File: src/rtl/crc_frame_sched.sv
`timescale 1ns/1ps
// Two-requester round-robin frame sequencer around a byte-wide CRC-8 (poly 0x2F, MSB-first).
// Optional idle-gap watchdog: define CRC_TIMEOUT_EN (adds parameter TO_CYC).
module crc_frame_sched #(
  parameter logic [7:0] SEED    = 8'hFF,
  parameter int         MAX_LEN = 64
`ifdef CRC_TIMEOUT_EN
  , parameter int       TO_CYC  = 255
`endif
) (
  input  logic       clk,
  input  logic       rst_n,
  input  logic       ch0_vld,
  input  logic [7:0] ch0_data,
  input  logic       ch0_last,
  input  logic       ch0_chk,
  output logic       ch0_rdy,
  input  logic       ch1_vld,
  input  logic [7:0] ch1_data,
  input  logic       ch1_last,
  input  logic       ch1_chk,
  output logic       ch1_rdy,
  output logic       res_vld,
  input  logic       res_rdy,
  output logic       res_id,
  output logic [7:0] res_crc,
  output logic       res_ok,
  output logic       res_err
);

  localparam int         NCH    = 2;
  localparam logic [7:0] POLY   = 8'h2F;
  localparam logic [7:0] MAX_M1 = 8'(MAX_LEN - 1);

  typedef enum logic [1:0] {IDLE, RUN, DRAIN, DONE} state_t;

  function automatic logic [7:0] crc8_byte(input logic [7:0] x);
    logic [7:0] c;
    c = x;
    for (int i = 0; i < 8; i++) c = c[7] ? ((c << 1) ^ POLY) : (c << 1);
    return c;
  endfunction

  state_t     state_q, state_d;
  logic       gnt_q, gnt_d;
  logic       last_q, last_d;
  logic [7:0] crc_q, crc_d;
  logic [7:0] cnt_q, cnt_d;
  logic       chk_q, chk_d;
  logic       ok_q, ok_d;
  logic       err_q, err_d;

  logic [NCH-1:0]      vld, lst, chk;
  logic [NCH-1:0][7:0] dat;
  assign vld = {ch1_vld, ch0_vld};
  assign lst = {ch1_last, ch0_last};
  assign chk = {ch1_chk, ch0_chk};
  assign dat = {ch1_data, ch0_data};

  logic       busy, sel_vld, sel_lst, acc, frm_chk;
  logic [7:0] sel_dat, crc_nxt;
  assign busy    = (state_q == RUN) || (state_q == DRAIN);
  assign sel_vld = vld[gnt_q];
  assign sel_lst = lst[gnt_q];
  assign sel_dat = dat[gnt_q];
  assign acc     = busy && sel_vld;
  // mode is latched from the first accepted byte; later chk inputs are don't-care
  assign frm_chk = (cnt_q == 8'd0) ? chk[gnt_q] : chk_q;
  assign crc_nxt = crc8_byte(crc_q ^ sel_dat);

`ifdef CRC_TIMEOUT_EN
  localparam logic [7:0] TO_M1 = 8'(TO_CYC - 1);
  logic [7:0] gap_q, gap_d;
`endif

  always_comb begin
    state_d = state_q;
    gnt_d   = gnt_q;
    last_d  = last_q;
    crc_d   = crc_q;
    cnt_d   = cnt_q;
    chk_d   = chk_q;
    ok_d    = ok_q;
    err_d   = err_q;
`ifdef CRC_TIMEOUT_EN
    gap_d   = gap_q;
`endif
    case (state_q)
      IDLE: if (|vld) begin
        gnt_d   = (&vld) ? ~last_q : vld[1];
        crc_d   = SEED;
        cnt_d   = 8'd0;
        chk_d   = 1'b0;
        ok_d    = 1'b0;
        err_d   = 1'b0;
        state_d = RUN;
`ifdef CRC_TIMEOUT_EN
        gap_d   = 8'd0;
`endif
      end
      RUN: if (acc) begin
        cnt_d = cnt_q + 8'd1;
        chk_d = frm_chk;
        if (sel_lst) begin
          state_d = DONE;
          if (frm_chk) ok_d = (sel_dat == crc_q);
          else         crc_d = crc_nxt;
        end else begin
          crc_d = crc_nxt;
          if (cnt_q == MAX_M1) begin
            err_d   = 1'b1;
            state_d = DRAIN;
          end
        end
      end
      DRAIN: if (acc && sel_lst) state_d = DONE;
      DONE: if (res_rdy) begin
        last_d  = gnt_q;
        state_d = IDLE;
      end
      default: state_d = IDLE;
    endcase
`ifdef CRC_TIMEOUT_EN
    // watchdog abandons the frame outright; no drain of the remainder
    if (busy) begin
      if (acc) gap_d = 8'd0;
      else begin
        gap_d = gap_q + 8'd1;
        if (gap_q == TO_M1) begin
          err_d   = 1'b1;
          state_d = DONE;
        end
      end
    end
`endif
  end

  always_ff @(posedge clk or negedge rst_n) begin
    if (!rst_n) begin
      state_q <= IDLE;
      gnt_q   <= 1'b0;
      last_q  <= 1'b1;
      crc_q   <= 8'h00;
      cnt_q   <= 8'd0;
      chk_q   <= 1'b0;
      ok_q    <= 1'b0;
      err_q   <= 1'b0;
`ifdef CRC_TIMEOUT_EN
      gap_q   <= 8'd0;
`endif
    end else begin
      state_q <= state_d;
      gnt_q   <= gnt_d;
      last_q  <= last_d;
      crc_q   <= crc_d;
      cnt_q   <= cnt_d;
      chk_q   <= chk_d;
      ok_q    <= ok_d;
      err_q   <= err_d;
`ifdef CRC_TIMEOUT_EN
      gap_q   <= gap_d;
`endif
    end
  end

  assign ch0_rdy = busy && !gnt_q;
  assign ch1_rdy = busy &&  gnt_q;
  assign res_vld = (state_q == DONE);
  assign res_id  = gnt_q;
  assign res_crc = crc_q;
  assign res_ok  = ok_q && chk_q && !err_q;
  assign res_err = err_q;

endmodule

File: config.mk
export PLATFORM = sky130hd
export DESIGN_NAME = crc_frame_sched
export DESIGN_NICKNAME = d
export VERILOG_FILES = /design/src/rtl/crc_frame_sched.sv
export SDC_FILE = /design/constraint.sdc
export NUM_CORES = 1
export LEC_CHECK = 0
export ABC_AREA = 1
export CAP_MARGIN = 20
export CORE_AREA = 2 2 71 73
export CTS_BUF_LIST = sky130_fd_sc_hd__clkbuf_8
export DETAILED_ROUTE_END_ITERATION = 16
export DIE_AREA = 0 0 73 75
export PLACE_DENSITY = 0.7
export SLEW_MARGIN = 15
export SYNTH_ARGS = -nofsm -noshare
export SYNTH_HDL_FRONTEND = slang
export SYNTH_SLANG_ARGS = --single-unit
File: constraint.sdc
create_clock -name clk -period 2.5 [get_ports clk]
set_clock_uncertainty 0.15 [all_clocks]
set_input_delay 0.5 -clock clk [delete_from_list [all_inputs] [get_ports clk]]
set_output_delay 0.5 -clock clk [all_outputs]
set_load 0.005 [all_outputs]
==> results.rst <==
.. list-table::
   :header-rows: 1

   * - Metric
     - Value
   * - Result of the run
     - finished, final reports clean
   * - Worst slew pin tran
     - 0.404 ns
   * - Netlist area before placement
     - 2080 um2
   * - DP Wirelength
     - 4020 um
   * - DR DRC count
     - 0
   * - Cell taking the most area after synthesis
     - sky130_fd_sc_hd__dfrtp_1
   * - Synth Area per Inst
     - 6.27 um2
   * - Vias
     - 2149
   * - Endpoint of the worst-slack reg-to-reg timing path
     - res_crc[7]
   * - Final count of hold timing violations
     - 0
   * - Async set-reset flop share out of synthesis
     - 100%
   * - Placed cell area
     - 2520 um2
   * - Critical R2R Launch
     - res_id
   * - Die outline area
     - 5480 um2
   * - Max-slew violation count
     - 0
   * - Unique cell type count in the Yosys netlist
     - 32
   * - Number of instances on the worst hold path
     - 1
   * - Effective utilization at floorplan
     - 44.6%
   * - Number of warnings printed during yosys synthesis
     - 0
   * - Gr ovfl total
     - 0
   * - Most instantiated flip-flop cell in the synthesis netlist
     - sky130_fd_sc_hd__dfrtp_1
   * - Number of routed nets with antenna violations
     - 0
   * - Worst Reg-to-Reg Cells
     - 10
   * - Slew margin rel.
     - 72.3%
   * - CP Data Required Time
     - 1.85 ns
   * - P&R area growth vs syn
     - 23.9%
   * - Setup violation total in the final timing report
     - 0
   * - Most frequent cells after synthesis
     - sky130_fd_sc_hd__nand2_1 (104), sky130_fd_sc_hd__inv_1 (52), sky130_fd_sc_hd__nand3_1 (50), sky130_fd_sc_hd__dfrtp_1 (22), sky130_fd_sc_hd__nand2_2 (19)
   * - Buffer count from post-CTS setup fixing
     - 0
   * - Share of the yosys chip area belonging to registers
     - 27.7%
   * - Synthesized Nets
     - 365
   * - Clock edge transition at the registers on the reported setup and hold paths
     - 0.09 ns
   * - Destination of the worst hold path
     - cnt_q[6]
   * - Register-to-register setup slack
     - 0.27 ns
   * - Wire length of the first global-routing pass
     - 8440 um
   * - Crit path max fanout
     - 3
   * - DRT iter0 DRCs
     - 115
   * - Buffering stage count on the worst path with inverters included
     - 3
   * - Post-synthesis instance total
     - 332
   * - Highest ir drop seen on vdd
     - 0.667 mV
   * - Data arrival time of the critical path
     - 1.73 ns
   * - Detailed-routing iteration count for the pre-antenna-repair pass
     - 4
   * - Total core area
     - 4660 um2
   * - Critical path's most frequent cell
     - sky130_fd_sc_hd__inv_1
   * - Slowest cell delay on critical path
     - 0.52 ns
   * - Main area contributors after synthesis
     - sky130_fd_sc_hd__dfrtp_1 (26%), sky130_fd_sc_hd__nand2_1 (19%), sky130_fd_sc_hd__nand3_1 (12%)
   * - Antenna fix cells
     - 0
   * - RSZ-0062 raised after global routing
     - false
   * - Post-layout net count
     - 409
   * - Final Instance Area
     - 2580 um2
   * - Reported max-cap violation count
     - 0
   * - Final period demand of the worst path
     - 2.38 ns
   * - Post-synth top area share
     - 26.5%
   * - CTS max path bufs
     - 2
   * - Height of the die
     - 75 um
   * - Number of I/O port buffers
     - 38
   * - Proportion of layout cells with a drive suffix above 1
     - 11.5%
   * - Placement Rows
     - 25
   * - Top-level port count
     - 39
   * - Final Cycle Share
     - 95.0%
   * - Antenna violations before repair
     - 0
   * - Width of the die
     - 73 um
   * - Cts hold-fix bufs
     - 0
   * - Endpoint class of the critical path
     - primary output
   * - Routed len/inst
     - 11.7 um
   * - Clock insertion delay at the later pin of the skew report
     - 0.26 ns
   * - Via count of the first global-routing pass
     - 1863
   * - Highest Clock Rate
     - 421 MHz
   * - Clock net sink count
     - 23
   * - Number of flops mapped to enable cells by yosys
     - 0
   * - Final setup TNS
     - 0 ns
   * - Startpoint types
     - flip-flop
   * - Worst hold path class
     - reg2reg
   * - Series of cell instances along the critical path
     - inv_1 > ha_1 > inv_1 > nor2_1 > clkdlybuf4s50_1
   * - Post-cts resize count
     - 0
   * - Power density of the placed cells
     - 1350 nW/um2
   * - Count of state elements after synthesis
     - 23
   * - Static leakage
     - 0.00136 uW
   * - Total number of H-tree levels
     - 1
   * - Pin count of the biggest net entering global routing
     - 24
   * - Most frequent cell after synthesis
     - sky130_fd_sc_hd__nand2_1
   * - CTS Buf Count
     - 3
   * - Vias per cell
     - 5.01
   * - Weighted congestion at the end of routability-driven global placement
     - 0.867
   * - Crit path kind
     - reg2out
   * - Beginning of the worst hold path
     - cnt_q[6]
   * - CTS tree
     - yes
   * - Root Buffer
     - sky130_fd_sc_hd__clkbuf_8
   * - WL final
     - 5020 um
   * - Aggregate global-route resource usage
     - 19.6%
   * - Standard cell with the maximum stage delay on the critical path
     - sky130_fd_sc_hd__clkdlybuf4s50_1
   * - Top delay family on crit path
     - buffers and inverters
==> cell families after synthesis <==
family | after synthesis | share of synthesized area, %
AO/OA/AOI/OAI | 36 | 10.3
multiplexers | 1 | 0.481
adder cells (fa/ha/maj) | 8 | 4.81
XOR/XNOR | 4 | 1.68
buffers and inverters | 62 | 12.1
flip-flops | 23 | 27.7
AND/OR/NAND/NOR | 198 | 42.9
==> flip-flops by register name, indices dropped and copies added (netlist names) <==
register	flops
last_q	1
chk_q	1
res_err	1
res_crc	8
ok_q	1
state_q	2
res_id	1
cnt_q	8
==> worst max path at each step <==
stage / start / slack, ns / end / cells past startpoint
floorplan: state_q[1] / 0.54 / cnt_q[7] / 10
finish: state_q[1] / 0.12 / ch0_rdy / 5
global placement: ch1_data[7] / 0.06 / res_crc[2] / 14
detailed placement: ch0_data[6] / 0.03 / res_crc[7] / 11
global route: state_q[0] / 0.03 / ch0_rdy / 5
CTS: state_q[1] / 0.07 / ch0_rdy / 5
==> per-stage QoR <==
stage / setup WS (ns) / cells / util (%) / hold WS, ns / total power, uW
global route: 0.0315 / 429 / 55.3 / 0.382 / 3900
global placement: 0.0633 / 423 / 54.0 / 0.321 / 3180
finish: 0.124 / 429 / 55.3 / 0.337 / 3470
floorplan: 0.544 / 332 / - / 0.0544 / 2560
detailed placement: 0.0347 / 423 / 54.0 / 0.332 / 3190
CTS: 0.0732 / 427 / 55.0 / 0.346 / 3440
==> layout by cell type, fill, tap and decap left out <==
master / n
sky130_fd_sc_hd__nand2_1: 104
sky130_fd_sc_hd__inv_1: 52
sky130_fd_sc_hd__nand3_1: 50
sky130_fd_sc_hd__clkdlybuf4s50_1: 38
sky130_fd_sc_hd__dfrtp_1: 22
sky130_fd_sc_hd__nand2_2: 19
sky130_fd_sc_hd__nor2_1: 14
sky130_fd_sc_hd__o21ai_0: 11
sky130_fd_sc_hd__a21oi_1: 8
sky130_fd_sc_hd__ha_1: 8
sky130_fd_sc_hd__inv_2: 6
sky130_fd_sc_hd__buf_4: 5
sky130_fd_sc_hd__nor3_1: 4
sky130_fd_sc_hd__o22ai_1: 4
sky130_fd_sc_hd__o21ai_1: 3
sky130_fd_sc_hd__o21ai_2: 3
sky130_fd_sc_hd__xor2_1: 3
sky130_fd_sc_hd__clkbuf_8: 3
sky130_fd_sc_hd__a22oi_1: 2
sky130_fd_sc_hd__nor3_2: 2
sky130_fd_sc_hd__a31oi_1: 2
sky130_fd_sc_hd__a211oi_1: 1
sky130_fd_sc_hd__or2_2: 1
sky130_fd_sc_hd__mux2i_1: 1
sky130_fd_sc_hd__a32o_1: 1
sky130_fd_sc_hd__nand3b_1: 1
sky130_fd_sc_hd__xnor2_1: 1
sky130_fd_sc_hd__nor2_4: 1
sky130_fd_sc_hd__nand4_1: 1
sky130_fd_sc_hd__o31ai_1: 1
sky130_fd_sc_hd__nand3_2: 1
sky130_fd_sc_hd__clkinv_2: 1
sky130_fd_sc_hd__dfstp_2: 1
==> final cells by class <==
class | instances | area, um2
sequential | 23 | 577
clock inverter | 1 | 5.00
tap | 54 | 67.6
clock buffer | 3 | 41.3
multi-input combinational | 247 | 1250
timing repair buffer | 43 | 418
fill | 445 | 2080
inverter | 58 | 218
==> routing by layer <==
layer	track usage (%)	share of wire, %	vias up
li1	-	-	1147
met1	28.4	50	949
met2	31.9	45	49
met3	1.61	4.3	4
met4	4.32	0.60	0
met5	0	0	-
==> power breakdown <==
group	internal (uW)	leakage, uW	total, uW	switching (uW)
clock network	111	0.0000255	236	125
logic	975	0.00105	2650	1670
registers	492	0.000278	587	94.6
No activity file was read; power rests on OpenSTA's default activity.
